--- config.mk ---
export PLATFORM = sky130hd
export DESIGN_NAME = tqvp_seven_segment_encoder
export DESIGN_NICKNAME = d
export VERILOG_FILES = /design/src/rtl/tqvp_seven_segment_encoder.sv
export SDC_FILE = /design/constraint.sdc
export NUM_CORES = 1
export LEC_CHECK = 0
export BUFFER_PORTS_ARGS = -buffer_cell sky130_fd_sc_hd__buf_2
export CAP_MARGIN = 40
export CORE_MARGIN = 10
export CORE_UTILIZATION = 40
export DETAILED_ROUTE_END_ITERATION = 16
export HOLD_SLACK_MARGIN = 0.05
export PLACE_DENSITY_LB_ADDON = 0.25
export SYNTH_ARGS = -nofsm -noshare
export SYNTH_HDL_FRONTEND = slang
export SYNTH_SLANG_ARGS = --single-unit
--- constraint.sdc ---
create_clock -name clk -period 5 [get_ports clk]
set_input_delay 0.25 -clock clk [delete_from_list [all_inputs] [get_ports clk]]
set_output_delay 0.25 -clock clk [all_outputs]
set_load 0.005 [all_outputs]
--- src/rtl/tqvp_seven_segment_encoder.sv ---
// tqvp_seven_segment_encoder
//   TinyQV peripheral that reads a 7-segment pattern on ui_in, debounces it,
//   encodes it back to a hex/BCD code and queues each newly accepted pattern
//   in a small FIFO that the CPU drains over the peripheral register bus.
//
// Ports
//   clk         project clock
//   rst         synchronous, active-high reset
//   ui_in       [6:0] segments g..a (bit0 = a), [7] ignored
//   uo_out      {nonempty, 3'b000, head code[3:0]}
//   address     register address
//   data_write  1-cycle write strobe
//   data_in     write data, valid with data_write
//   data_out    combinational read data for address
//
// Register map
//   0x0 R: FIFO head              W: pop
//   0x1 R: {nonempty, full, ovf, 2'b00, count[2:0]}  W: data_in[5] clears ovf
//   0x2 RW: {en, 5'b0, hex, al}
//   0x3 RW: debounce threshold (write also restarts the stability count)
//   0x4 R: {0, seg}
//   0x5 R: {0, last accepted pattern}

module tqvp_seven_segment_encoder #(
  parameter int         FIFO_DEPTH = 4,
  parameter logic [7:0] THR_RESET  = 8'd16
) (
  input  logic       clk,
  input  logic       rst,
  input  logic [7:0] ui_in,
  output logic [7:0] uo_out,
  input  logic [3:0] address,
  input  logic       data_write,
  input  logic [7:0] data_in,
  output logic [7:0] data_out
);

  localparam int AW = $clog2(FIFO_DEPTH);
  localparam int CW = AW + 1;
  localparam logic [CW-1:0] DEPTH_C = CW'(FIFO_DEPTH);

  logic          en, hex, al, ovf;
  logic [7:0]    thr, cnt;
  logic [6:0]    samp, last;
  logic [AW-1:0] rd_ptr, wr_ptr;
  logic [CW-1:0] count;
  logic [7:0]    mem [FIFO_DEPTH];

  logic [6:0] seg;
  logic [7:0] thr_eff, entry, head;
  logic       empty, full, accept, push, push_ok, pop, ovf_set;
  logic       wr_head, wr_stat, wr_ctrl, wr_thr;
  logic       unused_ui7;

  // Entry: [7]=unrecognised, [6]=blank, [5:4]=0, [3:0]=code
  function automatic logic [7:0] encode(input logic [6:0] p, input logic hx);
    logic [7:0] e;
    case (p)
      7'h3F:        e = 8'h00;
      7'h06:        e = 8'h01;
      7'h5B:        e = 8'h02;
      7'h4F:        e = 8'h03;
      7'h66:        e = 8'h04;
      7'h6D:        e = 8'h05;
      7'h7D:        e = 8'h06;
      7'h07, 7'h27: e = 8'h07;
      7'h7F:        e = 8'h08;
      7'h6F, 7'h67: e = 8'h09;
      // 7C is a tail-less 6 in decimal mode, lowercase b in hex mode
      7'h7C:        e = hx ? 8'h0B : 8'h06;
      7'h77:        e = hx ? 8'h0A : 8'h80;
      7'h39:        e = hx ? 8'h0C : 8'h80;
      7'h5E:        e = hx ? 8'h0D : 8'h80;
      7'h79:        e = hx ? 8'h0E : 8'h80;
      7'h71:        e = hx ? 8'h0F : 8'h80;
      7'h00:        e = 8'h40;
      default:      e = 8'h80;
    endcase
    return e;
  endfunction

  assign unused_ui7 = ui_in[7];
  assign seg        = ui_in[6:0] ^ {7{al}};
  assign thr_eff    = (thr == 8'd0) ? 8'd1 : thr;

  // Fires once per stable run, on the edge where cnt reaches the threshold
  assign accept  = en && (seg == samp) && (cnt == thr_eff - 8'd1);
  assign push    = accept && (samp != last);
  assign entry   = encode(samp, hex);

  assign empty   = (count == '0);
  assign full    = (count == DEPTH_C);
  assign head    = empty ? 8'h00 : mem[rd_ptr];

  assign wr_head = data_write && (address == 4'h0);
  assign wr_stat = data_write && (address == 4'h1);
  assign wr_ctrl = data_write && (address == 4'h2);
  assign wr_thr  = data_write && (address == 4'h3);

  assign pop     = wr_head && !empty;
  // A pop in the same cycle frees the slot, so a push into a full FIFO survives
  assign push_ok = push && (!full || pop);
  assign ovf_set = push && full && !pop;

  always_ff @(posedge clk) begin
    if (rst) begin
      en     <= 1'b1;
      hex    <= 1'b1;
      al     <= 1'b1;
      thr    <= THR_RESET;
      samp   <= 7'h00;
      cnt    <= 8'd0;
      last   <= 7'h00;
      rd_ptr <= '0;
      wr_ptr <= '0;
      count  <= '0;
      ovf    <= 1'b0;
    end else begin
      if (!en) begin
        cnt <= 8'd0;
      end else if (seg != samp) begin
        samp <= seg;
        cnt  <= 8'd0;
      end else if (cnt < thr_eff) begin
        cnt <= cnt + 8'd1;
      end

      if (wr_thr) begin
        thr <= data_in;
        cnt <= 8'd0;
      end

      if (wr_ctrl) begin
        en  <= data_in[7];
        hex <= data_in[1];
        al  <= data_in[0];
      end

      if (push) last <= samp;

      if (push_ok) wr_ptr <= wr_ptr + AW'(1);
      if (pop)     rd_ptr <= rd_ptr + AW'(1);

      case ({push_ok, pop})
        2'b10:   count <= count + CW'(1);
        2'b01:   count <= count - CW'(1);
        default: count <= count;
      endcase

      if (ovf_set)                  ovf <= 1'b1;
      else if (wr_stat && data_in[5]) ovf <= 1'b0;
    end
  end

  // Storage needs no reset: head is gated by empty
  always_ff @(posedge clk) begin
    if (push_ok) mem[wr_ptr] <= entry;
  end

  always_comb begin
    data_out = 8'h00;
    case (address)
      4'h0:    data_out = head;
      4'h1:    data_out = {!empty, full, ovf, 2'b00, 3'(count)};
      4'h2:    data_out = {en, 5'b00000, hex, al};
      4'h3:    data_out = thr;
      4'h4:    data_out = {1'b0, seg};
      4'h5:    data_out = {1'b0, last};
      default: data_out = 8'h00;
    endcase
  end

  assign uo_out = {!empty, 3'b000, head[3:0]};

endmodule
==> impl_metrics.env <==
export IMPL_netlist_area_um2=4188
export IMPL_max_slew_margin_rel_pct=44.43
export IMPL_outcome="complete, no violations"
export IMPL_dr_pass1_iters=6
export IMPL_switching_share_pct=24.06
export IMPL_grt_antenna_before_repair=0
export IMPL_clk_path_buf_depth=2
export IMPL_cts_setup_buffers=0
export IMPL_io_pins=39
export IMPL_finalSetupTns_ns=0
export IMPL_core_area_um2=10280
export IMPL_endpoint_kind="flop"
export IMPL_cts_tree="done"
export IMPL_p_clk_share_pct=45.1
export IMPL_startpoint_type="flop"
export IMPL_arrival_ns=3.91
export IMPL_drive_gt1_share_pct=15.78
export IMPL_max_cap_violations=0
export IMPL_rsz0062_at_grt="no"
export IMPL_max_stage_delay_ns=0.46
export IMPL_post_cts_resize_count=0
export IMPL_netlist_instances=461
export IMPL_peakVddDrop_mv=0.1693
export IMPL_place_congestion=0.8855
export IMPL_finClkSkew_ns=0.01201
export IMPL_grt_ovfl_total=0
export IMPL_area_growth_pct=10.40
export IMPL_path_clk_slew_ns=0.08
export IMPL_finalSetupViolCount=0
export IMPL_drt_wl_total_mm=10.67
export IMPL_cts_buffers=9
export IMPL_power_density_nw_per_um2=267.9
export IMPL_routed_via_density=5.700
export IMPL_route_vias_total=3557
export IMPL_synth_main_ff_cell="dfxtp_1"
export IMPL_syn_area_per_cell_um2=9.084
export IMPL_synth_edf_count=24
export IMPL_intPower_uw=940.4
export IMPL_grt_pass1_wl_mm=17.48
export IMPL_die_h_um=122.3
export IMPL_grt_max_degree=35
export IMPL_fin_util_pct=44.98
export IMPL_crit_required_ns=5.24
export IMPL_die_area_um2=14960
export IMPL_min_period_ns=3.672
export IMPL_power_switching_uw=298.0
export IMPL_crit_buf_inv=1
export IMPL_cts_num_sinks=67
export IMPL_crit_family="simple AND/OR/NAND/NOR gates"
export IMPL_placementRows=37
export IMPL_port_buffers=34
export IMPL_ys_async_sr_fraction_pct=0
export IMPL_comb_power_share_pct=7.2
export IMPL_crit_fanout=17
export IMPL_htreeDepth=3
export IMPL_grt_pass1_vias=3416
export IMPL_final_nets=521
export IMPL_p_leak_nw=1.759
export IMPL_fin_hold_ws_ns=0.1447
export IMPL_initial_core_util_pct=40.75
export IMPL_ys_seq_area_share_pct=37.77
export IMPL_worst_pin_slew_ns=0.8259
export IMPL_antenna_left=0
export IMPL_path_cells="nor3_1 > a21oi_1 > ha_1 > xor2_1 > o2111ai_2 > nor4_1 > and4_1 > buf_4 > nor2_1 > fa_1 > and3_1 > mux2i_1 > mux2_1"
export IMPL_yosysWarnings=0
export IMPL_finalCritPeriodShare_pct=73.44
export IMPL_power_mw=1.238
export IMPL_route_detailed_drc=0
export IMPL_cts_root_buffer="clkbuf_8"
export IMPL_synth_cell_types=72
export IMPL_die_x_um=122.3
export IMPL_synth_seq_cells=67
export IMPL_wl_per_cell_um=17.10
export IMPL_path_class="reg -> reg"
export IMPL_seq_power_share_pct=47.7
export IMPL_dpl_cell_area_um2=4378
export IMPL_dr_first_iter_drc_count=211
export IMPL_grt_util_all_layers_pct=14.57
export IMPL_critical_path_slowest_cell="nor3_1"
export IMPL_clk_insertion_delay_late_ns=0.35
export IMPL_max_freq_mhz=272.3
export IMPL_min_path_type="in -> reg"
export IMPL_diodes=0
export IMPL_dp_hpwl_mm=7.818
export IMPL_hold_violations=0
export IMPL_fin_area_um2=4623
export IMPL_cts_hold_fix_buffers=0
export IMPL_drv_slew=0
[logic make-up (layout without fill, tap and decap cells)]
logic type               count (synthesis)  after routing  share of synthesized area [%]
flip-flops                              67             67                          37.77
multiplexers                            17             17                          5.916
AO/OA/AOI/OAI                           95             95                          15.42
other                                    1              3                        0.08955
AND/OR/NAND/NOR                        183            183                          23.01
XOR/XNOR                                29             29                          6.065
buffers and inverters                   54             79                          7.081
adder cells (fa/ha/maj)                 15             15                          4.661
[registers in the layout (all words and copies together), names as in the netlist, named ones only]
register,count
mem,24
hex,1
en,1
thr,8
samp,7
al,1
count,3
cnt,8
ovf,1
wr_ptr,2
last,7
rd_ptr,2
[final timing paths]
kind | slack (ns) | depth (start not counted) | from | to
max | 1.33 | 13 | thr[5] | count[2]
min | 0.14 | 3 | data_in[3] | thr[3]
max reg2reg | 1.33 | 13 | thr[5] | count[2]
min reg2reg | 0.48 | 2 | last[4] | last[4]
[cell usage after synthesis (all sizes together) (6+ instances only)]
master | number | area [um2]
nand4 | 9 | 62.56
or4 | 7 | 56.30
mux4 | 6 | 135.1
o21ai | 12 | 60.05
inv | 22 | 82.58
xnor2 | 6 | 52.55
nand3 | 36 | 180.2
a21oi | 35 | 175.2
xor2 | 23 | 201.4
and3 | 8 | 51.30
clkbuf | 18 | 91.34
buf | 12 | 100.1
nor2b | 10 | 62.56
a22oi | 10 | 75.07
nor3 | 7 | 40.04
o31ai | 10 | 88.83
edfxtp | 24 | 720.7
nand2 | 50 | 190.2
dfxtp | 43 | 860.8
nor4 | 8 | 50.05
mux2i | 9 | 90.09
nor2 | 28 | 105.1
ha | 14 | 175.2
[placed cells by master (no fill, tap or decap), drive strengths merged, types with 5 or more instances in the layout]
| cell | instances |
|---|---|
| a21oi | 35 |
| a222oi | 5 |
| a22oi | 10 |
| and3 | 8 |
| buf | 41 |
| clkbuf | 9 |
| dfxtp | 43 |
| edfxtp | 24 |
| ha | 14 |
| inv | 25 |
| mux2i | 9 |
| mux4 | 6 |
| nand2 | 50 |
| nand3 | 36 |
| nand4 | 9 |
| nor2 | 28 |
| nor2b | 10 |
| nor3 | 7 |
| nor4 | 8 |
| o21ai | 12 |
| o31ai | 10 |
| or4 | 7 |
| xnor2 | 6 |
| xor2 | 23 |
[final cells by class]
cell class                      count  area, um2
Inverter                           22      82.58
Clock inverter                      7      121.4
Clock buffer                        9      123.9
Sequential cell                    67       1582
Fill cell                        1036       5654
Tap cell                          136      170.2
Multi-Input combinational cell    342       2323
Timing Repair Buffer               41      220.2
[worst register-to-register path, cell delays in order, from the launching register on]
cell and delay [ns]:
dfxtp_1 0.42, nor3_1 0.46, a21oi_1 0.17, ha_1 0.32
xor2_1 0.20, o2111ai_2 0.18, nor4_1 0.27, and4_1 0.23
buf_4 0.22, nor2_1 0.08, fa_1 0.38, and3_1 0.16
mux2i_1 0.13, mux2_1 0.34
[power by group through the flow]
stage               clock network (mW)  registers (mW)  logic (mW)
floorplan                            0           0.586      0.0742
global placement                     0           0.602      0.0868
detailed placement                   0           0.602      0.0891
CTS                              0.568           0.590      0.0897
global route                     0.593           0.592       0.100
finish                           0.558           0.590      0.0897
[through the flow]
| step | instances | worst slack (ns) |
|---|---|---|
| 2_1_floorplan | 463 | 1.703 |
| 3_3_place_gp | 607 | 1.479 |
| 3_5_place_dp | 608 | 1.394 |
| 4_1_cts | 624 | 1.369 |
| 5_1_grt | 624 | 1.005 |
| 6_report | 624 | 1.328 |
[routing by layer]
layer,vias to the layer above,wire [um],track usage (%)
met5,-,0,0
met4,0,213,5.155
met3,15,483,3.260
met2,78,5320,24.23
met1,1723,4650,18.19
li1,1741,-,-
(Power assumes the default switching activity.)
